## src/rtl/alu_issue_ctrl.sv

```systemverilog
// ALU issue controller: captures one instruction, decodes it, drives a
// registered operand/select bundle to an external ALU and writes back.
module alu_issue_ctrl #(
    parameter int DATA_WIDTH = 8
) (
    input  logic                  clk,
    input  logic                  reset,
    input  logic [31:0]           instruction,
    input  logic                  instr_valid,
    output logic                  instr_ready,
    output logic [DATA_WIDTH-1:0] alu_data1,
    output logic [DATA_WIDTH-1:0] alu_data2,
    output logic [2:0]            alu_select,
    input  logic [DATA_WIDTH-1:0] alu_result,
    output logic                  done,
    output logic                  illegal,
    output logic [DATA_WIDTH-1:0] wb_data,
    input  logic [2:0]            rd_addr,
    output logic [DATA_WIDTH-1:0] rd_data
);

    typedef enum logic [1:0] {
        IDLE,
        DECODE,
        EXEC,
        WB
    } state_t;

    state_t state;

    logic [31:0]           ir;
    logic [DATA_WIDTH-1:0] regs [8];

    logic [7:0]            op;
    logic [7:0]            dest;
    logic [7:0]            src1;
    logic [7:0]            src2;
    logic [DATA_WIDTH-1:0] imm;
    logic [DATA_WIDTH-1:0] rs1_val;
    logic [DATA_WIDTH-1:0] rs2_val;

    logic                  is_loadi;
    logic                  is_mov;
    logic                  is_add;
    logic                  is_and;
    logic                  is_or;
    logic                  is_alu;
    logic                  dec_illegal;

    logic [2:0]            dec_sel;
    logic [DATA_WIDTH-1:0] dec_d1;
    logic [DATA_WIDTH-1:0] dec_d2;

    assign op   = ir[31:24];
    assign dest = ir[23:16];
    assign src1 = ir[15:8];
    assign src2 = ir[7:0];
    assign imm  = ir[DATA_WIDTH-1:0];

    assign rs1_val = regs[src1[2:0]];
    assign rs2_val = regs[src2[2:0]];
    assign rd_data = regs[rd_addr];

    assign is_loadi = (op == 8'h00);
    assign is_mov   = (op == 8'h01);
    assign is_add   = (op == 8'h02);
    assign is_and   = (op == 8'h03);
    assign is_or    = (op == 8'h04);
    assign is_alu   = is_add | is_and | is_or;

    assign dec_illegal = (op > 8'h04)
                       | (|dest[7:3])
                       | (~is_loadi & (|src1[7:3]))
                       | (is_alu & (|src2[7:3]));

    // Ready is a pure function of state, gated low while reset is held.
    assign instr_ready = (state == IDLE) & ~reset;

    // Decode the captured instruction into ALU select and operands.
    always_comb begin
        dec_sel = 3'b000;
        dec_d1  = '0;
        dec_d2  = '0;
        unique case (1'b1)
            is_loadi: begin
                dec_d1 = imm;
            end
            is_mov: begin
                dec_d1 = rs1_val;
            end
            is_add: begin
                dec_sel = 3'b001;
                dec_d1  = rs1_val;
                dec_d2  = rs2_val;
            end
            is_and: begin
                dec_sel = 3'b010;
                dec_d1  = rs1_val;
                dec_d2  = rs2_val;
            end
            is_or: begin
                dec_sel = 3'b011;
                dec_d1  = rs1_val;
                dec_d2  = rs2_val;
            end
            default: begin
            end
        endcase
    end

    // Issue FSM with registered outputs and the register file write port.
    always_ff @(posedge clk or posedge reset) begin
        if (reset) begin
            state      <= IDLE;
            ir         <= '0;
            alu_data1  <= '0;
            alu_data2  <= '0;
            alu_select <= 3'b000;
            wb_data    <= '0;
            done       <= 1'b0;
            illegal    <= 1'b0;
            for (int i = 0; i < 8; i++) begin
                regs[i] <= '0;
            end
        end else begin
            unique case (state)
                IDLE: begin
                    if (instr_valid) begin
                        ir    <= instruction;
                        state <= DECODE;
                    end
                end
                DECODE: begin
                    if (dec_illegal) begin
                        illegal <= 1'b1;
                        wb_data <= '0;
                        done    <= 1'b1;
                        state   <= WB;
                    end else begin
                        alu_data1  <= dec_d1;
                        alu_data2  <= dec_d2;
                        alu_select <= dec_sel;
                        state      <= EXEC;
                    end
                end
                EXEC: begin
                    wb_data <= alu_result;
                    done    <= 1'b1;
                    state   <= WB;
                end
                WB: begin
                    if (!illegal) begin
                        regs[dest[2:0]] <= wb_data;
                    end
                    done    <= 1'b0;
                    illegal <= 1'b0;
                    state   <= IDLE;
                end
                default: begin
                    state <= IDLE;
                end
            endcase
        end
    end

endmodule

```

## config.mk

```make
export PLATFORM = sky130hd
export DESIGN_NAME = alu_issue_ctrl
export DESIGN_NICKNAME = d
export VERILOG_FILES = /design/src/rtl/alu_issue_ctrl.sv
export SDC_FILE = /design/constraint.sdc
export NUM_CORES = 1
export LEC_CHECK = 0
export CORE_MARGIN = 1
export CORE_UTILIZATION = 51
export CTS_CLUSTER_SIZE = 24
export DETAILED_ROUTE_END_ITERATION = 8
export DONT_BUFFER_PORTS = 1
export PLACE_DENSITY = 0.67
export SYNTH_ARGS = -nofsm -noshare
export SYNTH_HDL_FRONTEND = slang
export SYNTH_SLANG_ARGS = --single-unit
```

## constraint.sdc

```tcl
create_clock -name clk -period 5.4 [get_ports clk]
set_input_delay 1.08 -clock clk [delete_from_list [all_inputs] [get_ports clk]]
set_output_delay 1.08 -clock clk [all_outputs]
set_load 0.01 [all_outputs]
```

==> impl_metrics.py, run 1 <==
metrics = {
    "synthesis": {
        "syn_area_per_cell_sq_um": 14.84,
        "syn_area_sq_mm": 0.006560,
        "ys.flop_type": "dfrtp_1",
        "synth-warning-count": 0,
        "synth_top_area_share_pct": 48.06,
        "syn_nets": 493,
        "synth_cells": 442,
        "ys_ff_latch": 126,
        "synthTopCellsByArea": "dfrtp_1 (48%), mux2_2 (20%), mux4_2 (14%), mux2i_1 (2.9%), a32o_1 (2.0%)",
        "ys_seq_area_share_pct": 48.06,
        "async_reset_ff_share_pct": 100.0,
        "synth_largest_area_cell": "dfrtp_1",
        "synth-edff-count": 0,
        "ys_types": 45,
    },
    "timing": {
        "period_share_pct": 55.56,
        "slew_headroom_pct": 21.59,
        "final-hold-violation-count": 0,
        "slew_violations": 0,
        "tightest_slew_ns": 1.172,
        "hold_slack_ns": 0.5022,
        "finalClockSkew_ns": 0.007713,
        "worst_slack_ns": 2.400,
        "fmax_mhz": 333.3,
        "setup_violations": 0,
        "period_minus_slack_ns": 3.000,
        "setup_tns_ns": 0,
        "grt_setup_unrepaired": "no",
    },
    "critical_path": {
        "max_stage_delay_ns": 0.63,
        "path_cells": "or4_4 > nor4_4 > nand4_2 > or2_1 > buf_4 > mux2_1",
        "start_kind": "flop",
        "crit_type": "flop to flop",
        "worst_ep_arrival_time_ns": 3.30,
        "cp_max_fo": 17,
        "cp-end-kind": "flop",
        "crit_slowest_cell": "or2_1",
        "required_ns": 5.70,
    },
    "die": {
        "die_y_um": 115.4,
        "die_area_sq_mm": 0.01332,
        "rows": 41,
        "ioPinCount": 84,
        "core_area_sq_mm": 0.01257,
        "start_util_pct": 52.20,
        "die_x_um": 115.4,
    },
    "detailed_routing": {
        "routed.top_layer": "met4",
        "postRouteAntennaNets": 0,
        "wl_per_cell_um": 25.25,
        "wl_met3_um": 1270,
        "drt-met1-wl_um": 6505,
        "dr.pass1.iters": 4,
        "drc": 0,
        "via_per_inst": 6.457,
        "wl_met2_um": 7607,
        "finalWirelength_um": 15730,
        "dr.first_iter.drc_count": 349,
        "vias": 4023,
    },
    "cts": {
        "cts_resized": 0,
        "cts_root_buf": "clkbuf_16",
        "clock_sinks": 126,
        "cts_tree": "done",
        "ctsHoldBuffers": 0,
        "clock_latency_ns": 0.42,
        "cts_max_level": 4,
        "cts_made_buffers": 17,
        "cts_buffer_depth": 2,
        "post-cts-setup-buffer-count": 0,
        "path_clk_slew_ns": 0.05,
    },
    "placement": {
        "routabilityCongestion": 0.8502,
        "dp_hpwl_um": 10530,
        "pre_cts_ws_ns": 2.422,
        "numPortBuffers": 0,
        "dp.cells": 591,
    },
    "power_and_ir_drop": {
        "power.density_mw_per_mm2": 602.5,
        "vdd_drop_max_mv": 0.2687,
        "p_switching_mw": 1.468,
        "seqPwrFrac_pct": 41.7,
        "internal_power_mw": 2.937,
        "p_leak_nw": 3.151,
        "p_sw_share_pct": 33.33,
        "combPwrFrac_pct": 30.5,
        "pwr-share-clk_pct": 27.8,
    },
    "final_layout": {
        "seq_area_sq_mm": 0.003153,
        "layout-drive-gt1-share_pct": 45.45,
        "multi_input_comb_area_sq_mm": 0.003248,
        "syn_to_final_growth_pct": 11.44,
        "n_antenna_cell": 0,
        "nNetsFinal": 489,
        "fillers": 1019,
        "layoutNonFillerInstCount": 623,
    },
    "min_path": {
        "hp-class": "flop to flop",
    },
    "grt": {
        "grt_overflow": 0,
        "groute.usage.overall_pct": 25.91,
        "grt_max_degree": 60,
        "grt_first_pass_wirelength_um": 24250,
        "grt_pass1_vias": 4170,
        "antenna_found_initial": 0,
    },
    "flow_run": {
        "cap_violations": 0,
    },
    "run_status": {
        "status": "completed",
    },
}
[cells by family after synthesis]
group           share of synthesized area [%]
flops                                   48.06
compound gates                          6.637
other cells                           0.05716
simple gates                            4.577
fa+ha+maj                              0.9537
mux                                     37.29
buf+inv                                 2.422
[worst paths after layout]
kind	startpoint	end	slack, ns	cells past startpoint
hold / removal	ir[21]	ir[21]	0.50	1
hold reg to reg	ir[21]	ir[21]	0.50	1
min in group asynchronous	reset	ir[15]	0.66	1
setup / recovery	ir[28]	alu_data1[4]	2.40	6
max in group asynchronous	reset	regs[3]	3.75	2
setup reg to reg	ir[28]	alu_data1[4]	2.40	6
[critical path, delay by kind of cell, from the launching register on]
| family | cells | cell delay (ns) |
|---|---|---|
| simple gates | 4 | 1.84 |
| flops | 1 | 0.37 |
| buf+inv | 1 | 0.33 |
| mux | 1 | 0.33 |
[cells in the final DEF (no fill, tap or decap), drive strengths merged, types with 2 or more instances in the layout]
master	instances
dfrtp	126
mux2	120
mux4	40
mux2i	19
clkbuf	19
a32o	13
o21ai	11
o31ai	9
nor2	8
nand2b	7
clkinv	6
buf	6
a22oi	5
ha	5
bufinv	5
inv	5
nand2	4
o2bb2ai	4
nor2b	4
or4	4
o221ai	3
nand3b	3
nor3b	3
nor4	2
o21bai	2
a21oi	2
clkinvlp	2
or2	2
a211oi	2
nand4	2
[sequential cells by signal, summed over array words and instances (netlist names)]
signal      count
alu_data1       8
alu_data2       8
alu_select      2
done            1
illegal         1
ir             32
regs           64
state           2
wb_data         8
[cell type report]
class	count	area share (%)
clock buffers	19	5.922
clock inverters	13	2.670
inverters	5	0.2909
multi-input cells	282	44.43
flip-flops and latches	126	43.13
well taps	172	2.944
repair buffers	6	0.6161
[metrics by stage]
step	util, %	cell area (sq um)	power [mW]
global route	58.17	7311	4.636
floorplan	-	6560	2.804
CTS	58.17	7311	4.423
finish	58.17	7311	4.405
detailed placement	53.17	6683	3.196
global placement	53.17	6683	3.137
[power by group through the flow]
stage / Clock (mW) / Combinational [mW] / Sequential (mW)
floorplan: 0 / 1.25 / 1.56
global placement: 0 / 1.32 / 1.82
detailed placement: 0 / 1.35 / 1.84
CTS: 1.24 / 1.36 / 1.82
global route: 1.29 / 1.44 / 1.90
finish: 1.22 / 1.35 / 1.84
[cells in the mapped netlist (3+ instances only)]
| cell | n |
|---|---|
| nand2_1 | 4 |
| clkbuf_1 | 12 |
| mux4_2 | 40 |
| nor2b_1 | 4 |
| o221ai_1 | 3 |
| ha_1 | 5 |
| nor2_1 | 8 |
| buf_2 | 4 |
| o31ai_1 | 9 |
| o2bb2ai_1 | 4 |
| nand2b_1 | 7 |
| a22oi_1 | 5 |
| nand3b_1 | 3 |
| buf_6 | 3 |
| a32o_1 | 13 |
| mux2_2 | 117 |
| buf_1 | 9 |
| inv_1 | 5 |
| mux2i_1 | 19 |
| dfrtp_1 | 126 |
| o21ai_0 | 11 |
[layer usage]
layer | vias up | global-route usage [%]
met3 | 22 | 9.048
met4 | 0 | 11.34
li1 | 1719 | -
met2 | 157 | 39.68
met5 | - | 0
met1 | 2125 | 33.56
(Power assumes the default switching activity.)
==> inputs of run 2 (changes only) <==
Settings changed: PLACE_DENSITY 0.67 to 0.7.
Clock period 5.4 ns to 2.6 ns, I/O delays scaled along.
==> run 2 against run 1 <==
Die area unchanged; first-iteration DRC count decreased by 19%; critical path depth unchanged; cell area increased by 1.7%; count of clock-buffer cells in the layout unchanged; clock skew about the same; sequential share of layout area decreased by 0.73 points; routed wire length decreased by 0.48%; flip-flop and latch count unchanged; non-clock buffer count increased by 12; largest power group unchanged; via count increased by 0.15%.
==> impl_metrics.py, run 2 (synthesis results as in run 1) <==
metrics = {
    "run_status": {
        "status": "completed",
    },
    "timing": {
        "grt_setup_unrepaired": "no",
        "worst_slack_ns": 0.3632,
        "period_share_pct": 86.03,
        "setup_tns_ns": 0,
        "setup_violations": 0,
        "hold_slack_ns": 0.05769,
        "tightest_slew_ns": 0.8802,
        "final-hold-violation-count": 0,
        "finalClockSkew_ns": 0.008188,
        "fmax_mhz": 447.1,
        "slew_headroom_pct": 41.32,
        "slew_violations": 0,
        "period_minus_slack_ns": 2.237,
    },
    "flow_run": {
        "cap_violations": 0,
    },
    "critical_path": {
        "reg2reg_from": "ir[28]",
        "timing.critical_path.buf_inv": 1,
        "r2r_setup_slack_ns": 0.36,
        "max_stage_delay_ns": 0.57,
        "path_cells": "or4_4 > nor4_4 > nand4_2 > or2_1 > buf_4 > mux2_1",
        "cp-end-kind": "flop",
        "reg2reg_depth": 6,
        "cp_max_fo": 17,
        "crit_type": "flop to flop",
        "required_ns": 2.89,
        "critical-path-top-delay-family": "simple AND/OR/NAND/NOR gates",
        "r2r-end": "alu_data1[0]",
        "crit_slowest_cell": "or4_4",
        "worst_ep_arrival_time_ns": 2.53,
        "start_kind": "flop",
    },
    "detailed_routing": {
        "dr.first_iter.drc_count": 284,
        "vias": 4029,
        "drc": 0,
        "dr.pass1.iters": 4,
        "wl_per_cell_um": 24.65,
        "postRouteAntennaNets": 0,
        "finalWirelength_um": 15650,
        "via_per_inst": 6.345,
    },
    "final_layout": {
        "nNetsFinal": 501,
        "regMostFlops": "regs",
        "final_cell_mix": "dfrtp_1 (126), mux2_2 (117), mux4_2 (40)",
        "syn_to_final_growth_pct": 13.37,
        "layout_commonest_cell": "dfrtp_1",
        "fillers": 974,
        "n_antenna_cell": 0,
        "reg_top3": "regs: 64 flops, ir: 32 flops",
        "layout-drive-gt1-share_pct": 47.30,
        "postLayoutCellArea_sq_mm": 0.007437,
        "largest_reg_flops": 64,
    },
    "cts": {
        "ctsHoldBuffers": 0,
        "cts_resized": 0,
        "clock_latency_ns": 0.42,
        "cts_root_buf": "clkbuf_16",
        "cts_max_level": 4,
        "cts_buffer_depth": 2,
        "path_clk_slew_ns": 0.06,
        "cts_tree": "done",
        "cts_made_buffers": 17,
        "clock_sinks": 126,
        "post-cts-setup-buffer-count": 0,
    },
    "power_and_ir_drop": {
        "p_leak_nw": 3.217,
        "combPwrFrac_pct": 32.6,
        "internal_power_mw": 6.130,
        "pwr-share-clk_pct": 27.4,
        "seqPwrFrac_pct": 40.0,
        "p_sw_share_pct": 33.56,
        "power.density_mw_per_mm2": 1241,
        "vdd_drop_max_mv": 0.7491,
        "p_total_mw": 9.226,
        "p_switching_mw": 3.096,
    },
    "placement": {
        "dpl_cell_area_sq_mm": 0.006799,
        "routabilityCongestion": 0.8106,
        "numPortBuffers": 0,
        "pre_cts_ws_ns": 0.3534,
        "dp_hpwl_um": 10790,
    },
    "grt": {
        "grt_overflow": 0,
        "antenna_found_initial": 0,
        "grt_max_degree": 76,
        "grt_first_pass_wirelength_um": 24560,
        "grt_pass1_vias": 4219,
        "groute.usage.overall_pct": 25.95,
    },
    "die": {
        "rows": 41,
        "core_area_sq_mm": 0.01257,
        "die_x_um": 115.4,
        "die_y_um": 115.4,
        "ioPinCount": 84,
        "die_area_sq_mm": 0.01332,
        "start_util_pct": 52.20,
    },
    "min_path": {
        "hp-class": "input port to async pin",
    },
}
run 2: worst reg2reg max path, stage by stage, from the launching register on:
cell	delay [ns]
dfrtp_1	0.38
or4_4	0.57
nor4_4	0.24
nand4_2	0.13
or2_1	0.25
buf_4	0.21
mux2_1	0.33
run 2: worst max-delay path by stage:
| stage | start | endpoint | slack (ns) | cells after the start |
|---|---|---|---|---|
| after floorplan | rd_addr[0] | rd_data[0] | 0.03 | 4 |
| after CTS | ir[28] | alu_data1[0] | 0.35 | 6 |
| after global routing | ir[28] | alu_data1[0] | 0.26 | 6 |
| after detailed placement | ir[28] | alu_data1[4] | 0.35 | 6 |
| final | ir[28] | alu_data1[0] | 0.36 | 6 |
| after global placement | ir[28] | alu_data1[0] | 0.41 | 6 |
run 2: final cells by class:
type,instances,area [sq um],share of cell area (%)
inverters,5,22.52,0.3028
clock buffers,19,452.9,6.090
multi-input cells,282,3248,43.67
well taps,172,215.2,2.894
flip-flops and latches,126,3153,42.40
repair buffers,18,160.2,2.153
clock inverters,13,185.2,2.490
run 2: power groups by stage:
stage	combinational, mW	sequential [mW]	clock [mW]
final	3.01	3.69	2.53
after global routing	3.23	3.82	2.65
after CTS	3.03	3.68	2.56
after detailed placement	3.01	3.71	0
after global placement	2.94	3.64	0
after floorplan	2.59	3.24	0
run 2: per-stage QoR:
step | utilization (%) | std cells
2_1_floorplan | - | 442
3_3_place_gp | 54.10 | 603
3_5_place_dp | 54.10 | 603
4_1_cts | 59.17 | 635
5_1_grt | 59.17 | 635
6_report | 59.17 | 635
run 2: per-layer routing:
metal  vias up  wire length (um)  GRT usage (%)
met3        15              1040          7.270
met5         -                 0              0
li1       1740                 -              -
met1      2146              6324          34.16
met4         0               278          8.571
met2       128              8010          41.80
